### src/rtl/fifo_drain_arbiter_pkg.sv
// Shared types and constants for the ingress FIFO drain arbiter.
// The state encoding is one-hot.
package fifo_drain_arbiter_pkg;

  localparam int unsigned DEF_DATA_W = 32;
  localparam int unsigned DEF_IDX_W  = 10;

  localparam logic       SRC_VARINT   = 1'b0;
  localparam logic       SRC_RAW      = 1'b1;
  localparam logic [3:0] VARINT_WSTRB = 4'hF;

  typedef enum logic [2:0] {
    IDLE    = 3'b001,
    SERVE_V = 3'b010,
    SERVE_R = 3'b100
  } arb_state_e;

endpackage

### src/rtl/fifo_drain_arbiter_if.sv
// Bundle of the two show-ahead FIFO heads plus the downstream valid/ready word port.
// The arbiter uses the master modport; the FIFOs and encoder use the slave modport.
interface fifo_drain_arbiter_if
  import fifo_drain_arbiter_pkg::*;
#(
  parameter int unsigned DATA_W = DEF_DATA_W,
  parameter int unsigned IDX_W  = DEF_IDX_W
) ();

  logic              varint_empty;
  logic [DATA_W-1:0] varint_data;
  logic [IDX_W-1:0]  varint_index;
  logic              varint_pop;

  logic              raw_empty;
  logic [DATA_W-1:0] raw_data;
  logic [IDX_W-1:0]  raw_index;
  logic [3:0]        raw_wstrb;
  logic              raw_pop;

  logic              out_valid;
  logic              out_ready;
  logic [DATA_W-1:0] out_data;
  logic [3:0]        out_wstrb;
  logic [IDX_W-1:0]  out_index;
  logic              out_src;
  logic              out_first;
  logic              busy;

  modport master (
    input  varint_empty, varint_data, varint_index,
    output varint_pop,
    input  raw_empty, raw_data, raw_index, raw_wstrb,
    output raw_pop,
    output out_valid, out_data, out_wstrb, out_index, out_src, out_first, busy,
    input  out_ready
  );

  modport slave (
    output varint_empty, varint_data, varint_index,
    input  varint_pop,
    output raw_empty, raw_data, raw_index, raw_wstrb,
    input  raw_pop,
    input  out_valid, out_data, out_wstrb, out_index, out_src, out_first, busy,
    output out_ready
  );

endinterface

### src/rtl/fifo_drain_arbiter_drain_out_reg.sv
// One-entry registered valid/ready output stage.
// A load overrides a same-cycle ready, so the held word is replaced without a gap.
module drain_out_reg
  import fifo_drain_arbiter_pkg::*;
#(
  parameter int unsigned DATA_W = DEF_DATA_W,
  parameter int unsigned IDX_W  = DEF_IDX_W
) (
  input  logic              clk,
  input  logic              reset,
  input  logic              load_i,
  input  logic              ready_i,
  input  logic [DATA_W-1:0] data_i,
  input  logic [IDX_W-1:0]  index_i,
  input  logic [3:0]        wstrb_i,
  input  logic              src_i,
  input  logic              first_i,
  output logic              valid_o,
  output logic [DATA_W-1:0] data_o,
  output logic [IDX_W-1:0]  index_o,
  output logic [3:0]        wstrb_o,
  output logic              src_o,
  output logic              first_o
);

  logic              valid_q, valid_d;
  logic [DATA_W-1:0] data_q;
  logic [IDX_W-1:0]  index_q;
  logic [3:0]        wstrb_q;
  logic              src_q;
  logic              first_q;

  always_comb begin
    valid_d = valid_q;
    if (load_i) begin
      valid_d = 1'b1;
    end else if (ready_i) begin
      valid_d = 1'b0;
    end
  end

  always_ff @(posedge clk) begin
    if (reset) begin
      valid_q <= 1'b0;
      data_q  <= '0;
      index_q <= '0;
      wstrb_q <= '0;
      src_q   <= 1'b0;
      first_q <= 1'b0;
    end else begin
      valid_q <= valid_d;
      if (load_i) begin
        data_q  <= data_i;
        index_q <= index_i;
        wstrb_q <= wstrb_i;
        src_q   <= src_i;
        first_q <= first_i;
      end
    end
  end

  assign valid_o = valid_q;
  assign data_o  = data_q;
  assign index_o = index_q;
  assign wstrb_o = wstrb_q;
  assign src_o   = src_q;
  assign first_o = first_q;

endmodule

### src/rtl/fifo_drain_arbiter.sv
// Round-robin drain of the varint and raw ingress FIFOs into one encoder port.
// A grant holds one source for a contiguous run of equal indices, capped at MAX_BURST words.
module fifo_drain_arbiter
  import fifo_drain_arbiter_pkg::*;
#(
  parameter int unsigned MAX_BURST = 8,
  parameter int unsigned DATA_W    = DEF_DATA_W,
  parameter int unsigned IDX_W     = DEF_IDX_W
) (
  input  logic                 clk,
  input  logic                 reset,
  fifo_drain_arbiter_if.master bus
);

  localparam logic [7:0] BURST_MAX = 8'(MAX_BURST);

  arb_state_e        state_q, state_d;
  logic              rr_last_q, rr_last_d;
  logic [IDX_W-1:0]  lock_q, lock_d;
  logic [7:0]        cnt_q, cnt_d;

  logic              out_valid;
  logic              can_load;
  logic              v_ok, r_ok;
  logic              pop_v, pop_r;
  logic [DATA_W-1:0] ld_data;
  logic [IDX_W-1:0]  ld_index;
  logic [3:0]        ld_wstrb;

  assign can_load = ~out_valid | bus.out_ready;
  assign v_ok = ~bus.varint_empty & (bus.varint_index == lock_q) & (cnt_q < BURST_MAX);
  assign r_ok = ~bus.raw_empty & (bus.raw_index == lock_q) & (cnt_q < BURST_MAX);

  // An out_ready stall only withholds the pop; the grant ends solely when the head itself disqualifies.
  always_comb begin
    state_d   = state_q;
    rr_last_d = rr_last_q;
    lock_d    = lock_q;
    cnt_d     = cnt_q;
    pop_v     = 1'b0;
    pop_r     = 1'b0;
    unique case (state_q)
      IDLE: begin
        if (~bus.varint_empty & (bus.raw_empty | (rr_last_q == SRC_RAW))) begin
          state_d = SERVE_V;
          lock_d  = bus.varint_index;
          cnt_d   = '0;
        end else if (~bus.raw_empty) begin
          state_d = SERVE_R;
          lock_d  = bus.raw_index;
          cnt_d   = '0;
        end
      end
      SERVE_V: begin
        if (!v_ok) begin
          state_d   = IDLE;
          rr_last_d = SRC_VARINT;
        end else if (can_load) begin
          pop_v = 1'b1;
          cnt_d = cnt_q + 8'd1;
        end
      end
      SERVE_R: begin
        if (!r_ok) begin
          state_d   = IDLE;
          rr_last_d = SRC_RAW;
        end else if (can_load) begin
          pop_r = 1'b1;
          cnt_d = cnt_q + 8'd1;
        end
      end
      default: state_d = IDLE;
    endcase
    if (reset) begin
      pop_v = 1'b0;
      pop_r = 1'b0;
    end
  end

  always_ff @(posedge clk) begin
    if (reset) begin
      state_q   <= IDLE;
      rr_last_q <= SRC_RAW;
      lock_q    <= '0;
      cnt_q     <= '0;
    end else begin
      state_q   <= state_d;
      rr_last_q <= rr_last_d;
      lock_q    <= lock_d;
      cnt_q     <= cnt_d;
    end
  end

  assign ld_data  = pop_r ? bus.raw_data  : bus.varint_data;
  assign ld_index = pop_r ? bus.raw_index : bus.varint_index;
  assign ld_wstrb = pop_r ? bus.raw_wstrb : VARINT_WSTRB;

  drain_out_reg #(
    .DATA_W (DATA_W),
    .IDX_W  (IDX_W)
  ) u_out_reg (
    .clk     (clk),
    .reset   (reset),
    .load_i  (pop_v | pop_r),
    .ready_i (bus.out_ready),
    .data_i  (ld_data),
    .index_i (ld_index),
    .wstrb_i (ld_wstrb),
    .src_i   (pop_r),
    .first_i (cnt_q == 8'd0),
    .valid_o (out_valid),
    .data_o  (bus.out_data),
    .index_o (bus.out_index),
    .wstrb_o (bus.out_wstrb),
    .src_o   (bus.out_src),
    .first_o (bus.out_first)
  );

  assign bus.varint_pop = pop_v;
  assign bus.raw_pop    = pop_r;
  assign bus.out_valid  = out_valid;
  assign bus.busy       = (state_q != IDLE) | out_valid;

endmodule

### src/flat_wrapper.sv
// flat-port wrapper written by rule: the top's interface ports become plain ports
module fifo_drain_arbiter_flat import fifo_drain_arbiter_pkg::*;
#(
  parameter int unsigned MAX_BURST = 8,
  parameter int unsigned DATA_W    = DEF_DATA_W,
  parameter int unsigned IDX_W     = DEF_IDX_W
)
  (clk, reset, bus_varint_empty, bus_varint_data, bus_varint_index, bus_varint_pop, bus_raw_empty, bus_raw_data, bus_raw_index, bus_raw_wstrb, bus_raw_pop, bus_out_valid, bus_out_data, bus_out_wstrb, bus_out_index, bus_out_src, bus_out_first, bus_busy, bus_out_ready);
  fifo_drain_arbiter_if #(.DATA_W(DATA_W), .IDX_W(IDX_W)) bus_i ();
  input  logic clk;
  input  logic reset;
  input wire logic [$bits(bus_i.varint_empty)-1:0] bus_varint_empty;
  input wire logic [$bits(bus_i.varint_data)-1:0] bus_varint_data;
  input wire logic [$bits(bus_i.varint_index)-1:0] bus_varint_index;
  output wire logic [$bits(bus_i.varint_pop)-1:0] bus_varint_pop;
  input wire logic [$bits(bus_i.raw_empty)-1:0] bus_raw_empty;
  input wire logic [$bits(bus_i.raw_data)-1:0] bus_raw_data;
  input wire logic [$bits(bus_i.raw_index)-1:0] bus_raw_index;
  input wire logic [$bits(bus_i.raw_wstrb)-1:0] bus_raw_wstrb;
  output wire logic [$bits(bus_i.raw_pop)-1:0] bus_raw_pop;
  output wire logic [$bits(bus_i.out_valid)-1:0] bus_out_valid;
  output wire logic [$bits(bus_i.out_data)-1:0] bus_out_data;
  output wire logic [$bits(bus_i.out_wstrb)-1:0] bus_out_wstrb;
  output wire logic [$bits(bus_i.out_index)-1:0] bus_out_index;
  output wire logic [$bits(bus_i.out_src)-1:0] bus_out_src;
  output wire logic [$bits(bus_i.out_first)-1:0] bus_out_first;
  output wire logic [$bits(bus_i.busy)-1:0] bus_busy;
  input wire logic [$bits(bus_i.out_ready)-1:0] bus_out_ready;
  assign bus_i.varint_empty = bus_varint_empty;
  assign bus_i.varint_data = bus_varint_data;
  assign bus_i.varint_index = bus_varint_index;
  assign bus_varint_pop = bus_i.varint_pop;
  assign bus_i.raw_empty = bus_raw_empty;
  assign bus_i.raw_data = bus_raw_data;
  assign bus_i.raw_index = bus_raw_index;
  assign bus_i.raw_wstrb = bus_raw_wstrb;
  assign bus_raw_pop = bus_i.raw_pop;
  assign bus_out_valid = bus_i.out_valid;
  assign bus_out_data = bus_i.out_data;
  assign bus_out_wstrb = bus_i.out_wstrb;
  assign bus_out_index = bus_i.out_index;
  assign bus_out_src = bus_i.out_src;
  assign bus_out_first = bus_i.out_first;
  assign bus_busy = bus_i.busy;
  assign bus_i.out_ready = bus_out_ready;
  fifo_drain_arbiter #(.MAX_BURST(MAX_BURST), .DATA_W(DATA_W), .IDX_W(IDX_W)) u_core (.clk(clk), .reset(reset), .bus(bus_i));
endmodule
### config.mk
export PLATFORM = sky130hd
export DESIGN_NAME = fifo_drain_arbiter_flat
export DESIGN_NICKNAME = d
export VERILOG_FILES = /design/src/rtl/fifo_drain_arbiter_pkg.sv /design/src/rtl/fifo_drain_arbiter_if.sv /design/src/rtl/fifo_drain_arbiter_drain_out_reg.sv /design/src/rtl/fifo_drain_arbiter.sv /design/src/flat_wrapper.sv
export SDC_FILE = /design/constraint.sdc
export NUM_CORES = 1
export LEC_CHECK = 0
export ABC_AREA = 1
export CORE_AREA = 2 2 98 110
export CTS_CLUSTER_SIZE = 28
export DETAILED_ROUTE_END_ITERATION = 6
export DIE_AREA = 0 0 100 112
export PLACE_DENSITY_LB_ADDON = 0.25
export SYNTH_ARGS = -nofsm -noshare
export SYNTH_HDL_FRONTEND = slang
export SYNTH_SLANG_ARGS = --single-unit
### constraint.sdc
create_clock -name clk -period 2.5 [get_ports clk]
set_clock_uncertainty 0.05 [all_clocks]
set_input_delay 0.375 -clock clk [delete_from_list [all_inputs] [get_ports clk]]
set_output_delay 0.375 -clock clk [all_outputs]
set_load 0.05 [all_outputs]
Yosys cells after proc, flatten, opt, wreduce, memory -nomap -nowiden:

Cells that the tools add are included.

* bits in registers: 71
* input bits: 93
* logic and storage cells: 72

* $add $sub $neg: 1
* $lt $le $gt $ge: 1
* equal/unequal tests: 12
* multiplexer cells: 28
* bitwise logic cells: 12
* reduce and logical (&&, ||, !) cells: 8

Operators with widths (count)
* $mux W8: 5
* $mux W32: 1
* $mux W10: 3
* $pmux W8 S3: 1
* $eq A10 B10 Y1: 2
* $mux W3: 4
* $mux W1: 11
* $pmux W3 S3: 1
* $add A8 B1 Y8 const B: 1
* $logic_not A8 Y1: 1
* $lt A8 B4 Y1 const B: 1
* $ne A2 B1 Y1 const B: 3
* $reduce_and A3 Y1: 2
* $and A1 B1 Y1: 5
* $mux W4: 1
* $ne A2 B2 Y1 const B: 2
* $or A1 B1 Y1: 4
* $reduce_and A4 Y1: 1
* $reduce_bool A2 Y1: 2
* $eq A3 B1 Y1 const B: 1
* $eq A3 B2 Y1 const B: 1
* $eq A3 B3 Y1 const B: 1
* $ne A3 B1 Y1 const B: 1
* $ne A3 B2 Y1 const B: 1
* other kinds (4): 6

Longest topological paths before layout:

Gate-level depths: netlist (run 1).

* word-level depth: 8
* mapped depth: 13

Hierarchy:

From an unflattened synthesis (run 1), not the netlist that was laid out.

* cell total of the unflattened synthesis: 587
* area total of the unflattened synthesis: 3711.1 um^2

Modules (own cells, without submodules)
* fifo_drain_arbiter: times used 1, cells each 374, area an instance 2013.2 um^2
* drain_out_reg: times used 1, cells each 213, area an instance 1697.9 um^2

Worst setup path after synthesis (run 1):

OpenSTA, ideal clock, no wires.

* kind: reg2out
* start point: register u_core.u_out_reg.valid_q, in the netlist u_core.u_out_reg.valid_o
* end point: output bus_varint_pop
* arrival time: 1.774 ns
* setup slack: 0.301 ns
* cell stages (with the launch flop): 6
* buffers on the path: 0
* cells stage by stage: dfxtp_1 -> inv_1 -> nor2_1 -> nor2_1 -> inv_1 -> nor2_1

* cells in the longest elaborated chain, start to end: 6

Ends and longest elaborated chain
* start, declared: RTL line fifo_drain_arbiter_drain_out_reg.sv:26 `logic valid_q, valid_d;`
* start signal, assigned: RTL line fifo_drain_arbiter_drain_out_reg.sv:51 `valid_q <= valid_d;`
* $not A1 Y1: RTL line fifo_drain_arbiter.sv:30 `assign can_load = ~out_valid | bus.out_ready;`
* $or A1 B1 Y1: RTL line fifo_drain_arbiter.sv:30
* $mux W1: RTL line fifo_drain_arbiter.sv:58 `end else if (can_load) begin`
* $mux W1: RTL line fifo_drain_arbiter.sv:55 `if (!v_ok) begin`
* $mux W1: RTL line fifo_drain_arbiter.sv:42 `unique case (state_q)`
* $mux W1: RTL line fifo_drain_arbiter.sv:74 `if (reset) begin`
* end, declared: RTL line flat_wrapper.sv:15 `output wire logic [$bits(bus_i.varint_pop)-1:0] bus_varint_pop;`

Every way passes these cells.

Worst setup path in the final report (run 1):

* start point: input bus_raw_index[6]
* end point: output bus_raw_pop

* cells in the longest elaborated chain, start to end: 6

Ends and longest elaborated chain
* start, declared: RTL line flat_wrapper.sv:18 `input wire logic [$bits(bus_i.raw_index)-1:0] bus_raw_index;`
* $eq A10 B10 Y1: RTL line fifo_drain_arbiter.sv:32 `assign r_ok = ~bus.raw_empty & (bus.raw_index == lock_q) & (cnt_q < BURST_MAX);`
* $and A1 B1 Y1 (2 in a row): RTL line fifo_drain_arbiter.sv:32
* $mux W1: RTL line fifo_drain_arbiter.sv:64 `if (!r_ok) begin`
* $mux W1: RTL line fifo_drain_arbiter.sv:42
* $mux W1: RTL line fifo_drain_arbiter.sv:74
* end, declared: RTL line flat_wrapper.sv:20 `output wire logic [$bits(bus_i.raw_pop)-1:0] bus_raw_pop;`

Every way passes these cells.

==> flow_metrics.py, run 1 <==
metrics = {
    "status": {
        "status": "finished, final reports clean",
    },
    "detailed_routing": {
        "routed-via-count": 4589,
        "drt-initial-drc-count": 255,
        "post-route-drc-count": 0,
        "dr.pass1.iters": 5,
        "ant_nets": 0,
        "wl_mm": 12.5,
        "drt-wirelength-per-cell_um": 13.8,
        "routed_via_density": 5.04,
    },
    "clock_network": {
        "htree_num_levels": 3,
        "cts_buffer_depth": 2,
        "clock-sinks": 71,
        "clk_latency_ns": 0.33,
        "cts_tree": "yes",
        "post-cts-setup-buffer-count": 0,
        "clockRootBuffer": "clkbuf_16",
        "cts-hold-fix-buffers": 0,
        "cts_made_buffers": 9,
        "cts_resized": 0,
        "cts.clk_slew.worst_paths_ns": 0.05,
    },
    "logic_synthesis": {
        "yosysUniqueCellTypes": 24,
        "synth.top_cell.area_share": 0.358,
        "synth_nets": 740,
        "yosys_warnings": 0,
        "synth.area.top_cells": "dfxtp_1 (36%), nand2_1 (17%), inv_1 (12%), a21oi_1 (6.7%), nand4_1 (6.3%)",
        "netlist_instances": 645,
        "synth_seq_cells": 71,
        "synth_largest_area_cell": "dfxtp_1",
        "avgSynthCellArea_um2": 6.15,
        "yosysSeqAreaShare": 0.358,
        "syn_area_um2": 3970,
    },
    "grt": {
        "grtUsageMet1": 0.278,
        "grt_util_met3": 0.0609,
        "busiest_layer": "met2",
        "grt_pass1_wl_mm": 20.6,
        "grt_usage": 0.228,
        "grt_max_degree": 52,
        "grt_util_met2": 0.376,
        "first_global_vias": 4475,
        "grt_overflow": 0,
        "antenna_found_initial": 1,
    },
    "timing": {
        "relSlewSlack": 0.578,
        "maxSlewViolCount": 0,
        "clock.fmax_mhz": 408,
        "rsz0062_at_grt": "false",
        "finalSetupTns_ns": 0,
        "min_period_over_period": 0.980,
        "setup_viol": 0,
        "hold_viol": 0,
        "setup_slack_ns": 0.0493,
        "fin_crit_ns": 2.45,
        "tightest_slew_ns": 0.633,
    },
    "layout": {
        "finalNetCount": 879,
        "antenna-diode-count": 0,
        "finalCoreUtilization": 0.589,
        "area_growth_pct": 50.7,
        "drive_gt1_frac": 0.0673,
    },
    "power": {
        "p_clk_frac": 0.442,
        "power_w": 0.00321,
        "combPwrFrac": 0.177,
        "p_sw_w": 0.000822,
        "seqPwrFrac": 0.380,
        "leakage_nw": 2.70,
        "switching_share": 0.256,
        "ir_worst_vdd_uv": 293,
        "power_density_nw_per_um2": 536,
        "p_int_w": 0.00238,
    },
    "placed_design": {
        "dp_hpwl_mm": 9.03,
        "port_buffers": 144,
        "dpl_worst_slack_ns": 0.0291,
        "place.gp.congestion": 0.850,
    },
    "hold_path": {
        "hp-start": "u_core.cnt_q[6]",
        "holdCritPathClass": "reg2reg",
        "min_path_cells": 2,
        "hold_end": "u_core.cnt_q[6]",
    },
    "floorplan": {
        "initial_core_util": 0.391,
        "die_area_um2": 11200,
        "num_rows": 39,
        "io_pins": 145,
        "core_um2": 10100,
        "die_w_um": 100,
        "die_y_um": 112,
    },
    "flow_run": {
        "maxCapViolations": 0,
    },
    "critical_path": {
        "r2r_slack_ns": 0.49,
        "path_max_fanout": 3,
        "cp-end-kind": "output pin",
        "cp.arrival_ns": 2.03,
        "startpoint_type": "input pin",
        "r2r-start": "u_core.lock_q[4]",
        "cp_cell_sequence": "clkdlybuf4s50_1 > inv_1 > nand2_1 > nand2_1 > nor2_1 > nand2_1 > nor2_4 > nand4_1 > inv_2 > buf_12",
        "worst_path_max_delay_cell": "clkdlybuf4s50_1",
        "max_stage_delay_ns": 0.51,
        "reg2reg_to": "u_core.u_out_reg.data_o[1]",
        "critical_path.most_common_cell": "nand2_1",
        "critical_path_class": "in2out",
        "worst-r2r-cell-count": 11,
        "required_ns": 2.08,
    },
}
## routing by layer
layer  share of wire  vias to the layer above
li1                -                     2296
met1            0.41                     2070
met2            0.48                      201
met3           0.088                       22
met4           0.025                        0
met5               0                        -
## layout by cell type (no fill, tap or decap), types with 2 or more instances in the layout
cell and instances:
buf_12 5, nand4_1 40, a21oi_1 53, nor2_1 39, nand2_1 179, bufinv_16 2
nand3_1 46, o21ai_0 24, a31oi_1 10, clkbuf_8 3, nor2_2 3, buf_4 19
xnor2_1 4, inv_1 122, clkbuf_16 9, inv_2 3, clkdlybuf4s50_1 141, nor2_4 4
ha_1 2, dfxtp_1 71
## cell usage after synthesis
master      n
a21oi_4     1
inv_1     123
o211ai_1    1
ha_1        2
nand2_1   179
clkbuf_1   23
xnor2_1     4
nor3_1      1
nand3_1    46
o21a_1      1
a31oi_1    10
buf_1       3
nand3_2     1
xor2_1      1
buf_2       9
dfxtp_1    71
inv_2       2
buf_4       3
nand3_4     1
o21ai_0    24
a21oi_1    53
nand4_1    40
nor2_2      2
nor2_1     44
## cell type report
| cell class | instances | area [um^2] |
|---|---|---|
| fill | 988 | 4170 |
| multi-input combinational | 411 | 1940 |
| timing repair buffer | 166 | 1660 |
| sequential | 71 | 1420 |
| inverter | 125 | 469 |
| clock buffer | 12 | 267 |
| tap | 123 | 154 |
| clock inverter | 3 | 65.1 |
## through the flow
step | area [um^2] | hold slack [ns] | instances
detailed placement | 5620 | 0.381 | 896
finish | 5980 | 0.390 | 911
CTS | 5960 | 0.390 | 911
floorplan | 3970 | 0.369 | 645
global placement | 5620 | 0.375 | 896
global route | 5980 | 0.422 | 911
## state kept, by name (all words and copies together), names as in the netlist, 3 cells and up
register	count
u_core.u_out_reg.wstrb_o	4
u_core.u_out_reg.data_o	32
u_core.lock_q	10
u_core.cnt_q	8
u_core.state_q	3
u_core.u_out_reg.index_o	10
## how the worst max path moves through the flow
stage | from | end | slack, ns
2_1_floorplan | u_core.u_out_reg.valid_o | bus_varint_pop | 0.30
3_3_place_gp | bus_raw_index[7] | bus_raw_pop | 0.05
3_5_place_dp | bus_raw_index[6] | u_core.u_out_reg.data_o[13] | 0.03
4_1_cts | bus_raw_index[5] | bus_raw_pop | 0.002
5_1_grt | bus_raw_index[6] | bus_raw_pop | 0.003
6_report | bus_raw_index[6] | bus_raw_pop | 0.05
## power groups by stage
stage / logic, W / clock network (W) / registers, W
global route: 0.000632 / 0.00148 / 0.00122
finish: 0.000569 / 0.00142 / 0.00122
detailed placement: 0.000554 / 0 / 0.00124
CTS: 0.000560 / 0.00144 / 0.00122
floorplan: 0.000301 / 0 / 0.00123
global placement: 0.000541 / 0 / 0.00124
## worst max-delay path, delay by kind of cell
family / cells / cell delay (ns)
AND/OR/NAND/NOR: 6 / 0.81
buffers and inverters: 4 / 0.85
## cell families (layout without fill, tap and decap cells)
kind of cell / Yosys count / in the layout / synth area share
and+or+nand+nor: 314 / 314 / 0.344
buffers and inverters: 163 / 306 / 0.160
AOI/OAI and AO/OA: 90 / 90 / 0.121
DFF: 71 / 71 / 0.358
xor gates and xnor gates: 5 / 5 / 0.0110
adders and majority gates: 2 / 2 / 0.00631
Power figures use the tool's default switching activity.
==> run 2, diff against run 1 <==
--- a/config.mk
+++ b/config.mk
@@ -7,6 +7,7 @@
 export LEC_CHECK = 0
 export ABC_AREA = 1
 export CORE_AREA = 2 2 98 110
+export CTS_BUF_LIST = sky130_fd_sc_hd__clkbuf_4 sky130_fd_sc_hd__clkbuf_8
 export CTS_CLUSTER_SIZE = 28
 export DETAILED_ROUTE_END_ITERATION = 6
 export DIE_AREA = 0 0 100 112
==> run 2 against run 1 <==
Net effect: cell count rose by 0.11%; utilization fell by 1.0 points; critical path depth did not move; sequential cell count did not move; setup slack improved by 0.016 ns; clock-buffer cell count did not move; largest power group is now sequential cells.
==> flow_metrics.py, run 2 (synthesis results as in run 1) <==
metrics = {
    "timing": {
        "finalSetupTns_ns": 0,
        "hold_ws_ns": 0.394,
        "rsz0062_at_grt": "false",
        "tightest_slew_ns": 0.635,
        "min_period_over_period": 0.974,
        "maxSlewViolCount": 0,
        "relSlewSlack": 0.576,
        "hold_viol": 0,
        "clock.fmax_mhz": 411,
        "setup_viol": 0,
        "fin_crit_ns": 2.44,
    },
    "layout": {
        "finalNetCount": 880,
        "layout_commonest_cell": "nand2_1",
        "num-fill-cells": 1000,
        "drive_gt1_frac": 0.0659,
        "area_growth_pct": 48.1,
        "layout_common_cells": "nand2_1 (179), clkdlybuf4s50_1 (141), inv_1 (122), dfxtp_1 (71), a21oi_1 (53)",
        "largest_register_ffs": 32,
        "antenna-diode-count": 0,
    },
    "detailed_routing": {
        "wl_mm": 12.4,
        "post-route-drc-count": 0,
        "routed-via-count": 4547,
        "dr.pass1.iters": 6,
        "routed_via_density": 4.99,
        "ant_nets": 0,
        "drt-wirelength-per-cell_um": 13.6,
        "drt-initial-drc-count": 219,
    },
    "critical_path": {
        "critical_path_class": "in2out",
        "required_ns": 2.08,
        "cp-end-kind": "output pin",
        "path_max_fanout": 3,
        "critical_path.most_common_cell": "nand2_1",
        "reg2reg_to": "u_core.u_out_reg.data_o[19]",
        "crit_buf_inv": 4,
        "max_stage_delay_ns": 0.51,
        "path_depth": 10,
        "worst-r2r-cell-count": 10,
        "r2r-start": "u_core.lock_q[4]",
        "cpLargestDelayFamily": "buffers and inverters",
        "cp.arrival_ns": 2.01,
        "startpoint_type": "input pin",
        "r2r_slack_ns": 0.44,
        "worst_path_max_delay_cell": "clkdlybuf4s50_1",
        "cp_cell_sequence": "clkdlybuf4s50_1 > inv_1 > nand2_1 > nand2_1 > nor2_1 > nand2_1 > nor2_2 > nand4_1 > inv_2 > buf_12",
    },
    "grt": {
        "grt_max_degree": 52,
        "antenna_found_initial": 1,
        "grt_usage": 0.226,
        "grt_pass1_wl_mm": 20.5,
        "first_global_vias": 4467,
        "grt_overflow": 0,
    },
    "clock_network": {
        "cts-hold-fix-buffers": 0,
        "clockRootBuffer": "clkbuf_8",
        "clk_latency_ns": 0.35,
        "cts_made_buffers": 9,
        "cts_buffer_depth": 2,
        "htree_num_levels": 3,
        "cts.clk_slew.worst_paths_ns": 0.07,
        "clock-sinks": 71,
        "cts_tree": "yes",
    },
    "floorplan": {
        "initial_core_util": 0.391,
        "die_area_um2": 11200,
        "die_w_um": 100,
        "core_um2": 10100,
        "num_rows": 39,
        "io_pins": 145,
        "die_y_um": 112,
    },
    "placed_design": {
        "dp_hpwl_mm": 9.03,
        "port_buffers": 144,
        "place.gp.congestion": 0.850,
    },
    "hold_path": {
        "hp-start": "u_core.cnt_q[6]",
        "holdCritPathClass": "reg2reg",
        "hold_end": "u_core.cnt_q[6]",
        "min_path_cells": 2,
    },
    "power": {
        "power_density_nw_per_um2": 484,
        "leakage_nw": 2.65,
        "ir_worst_vdd_uv": 244,
    },
    "status": {
        "status": "finished, final reports clean",
    },
    "flow_run": {
        "maxCapViolations": 0,
    },
}
## run 2: layout make-up
class	count	area [um^2]	share of cell area
sequential	71	1420	0.242
clock buffer	12	165	0.0281
tap	123	154	0.0262
timing repair buffer	167	1670	0.284
inverter	125	469	0.0799
clock inverter	3	65.1	0.0111
multi-input combinational	411	1930	0.329
## run 2: report_power, final
group | switching, W | internal, W | leakage [nW]
Sequential | 0.0000435 | 0.00117 | 0.575
Clock | 0.000426 | 0.000637 | 0.118
Combinational | 0.000304 | 0.000260 | 1.96
Total | 0.000774 | 0.00207 | 2.65
## run 2: worst max path at each step
| stage | slack (ns) | endpoint | startpoint |
|---|---|---|---|
| after global placement | 0.05 | bus_raw_pop | bus_raw_index[7] |
| after detailed placement | 0.03 | u_core.u_out_reg.data_o[13] | bus_raw_index[6] |
| after global routing | 0.003 | bus_varint_pop | bus_varint_index[3] |
| after floorplan | 0.30 | bus_varint_pop | u_core.u_out_reg.valid_o |
| after CTS | 0.01 | bus_raw_pop | bus_raw_index[5] |
| final | 0.06 | bus_raw_pop | bus_raw_index[6] |
## run 2: stage by stage
| stage | utilization | setup WS (ns) | instances | cell area [um^2] | total power (W) |
|---|---|---|---|---|---|
| after floorplan | - | 0.301 | 645 | 3970 | 0.00153 |
| after global placement | 0.554 | 0.0458 | 896 | 5620 | 0.00178 |
| after detailed placement | 0.554 | 0.0291 | 896 | 5620 | 0.00179 |
| after CTS | 0.577 | 0.0135 | 911 | 5850 | 0.00286 |
| after global routing | 0.579 | 0.00326 | 912 | 5870 | 0.00298 |
| final | 0.579 | 0.0649 | 912 | 5870 | 0.00284 |
## run 2: per-layer routing
metal  global-route usage  routed length (um)
met3               0.0515                1050
met5                    0                   0
met4                0.107                 340
met2                0.373                5860
met1                0.277                5160
## run 2: worst reg2reg max path: stages, from the launching register on
cell,delay [ns]
dfxtp_1,0.37
xor2_1,0.19
nor2_1,0.21
nand2_1,0.10
nor2_2,0.18
nand4_1,0.17
buf_4,0.18
buf_4,0.23
nand2_1,0.11
nand3_1,0.08
a21oi_1,0.13
## run 2: timing repair
action / CTS / global route
buffers inserted: 0 / 1
endpoints found under the setup margin: 0 / 2
gates resized for setup: 0 / 4
==> run 3, diff against run 2 <==
--- a/config.mk
+++ b/config.mk
@@ -6,6 +6,7 @@
 export NUM_CORES = 1
 export LEC_CHECK = 0
 export ABC_AREA = 1
+export ABC_CLOCK_PERIOD_IN_PS = 2500
 export CORE_AREA = 2 2 98 110
 export CTS_BUF_LIST = sky130_fd_sc_hd__clkbuf_4 sky130_fd_sc_hd__clkbuf_8
 export CTS_CLUSTER_SIZE = 28
==> results of run 3 <==
No change in the layout: final DEF, timing and power equal those of run 2.
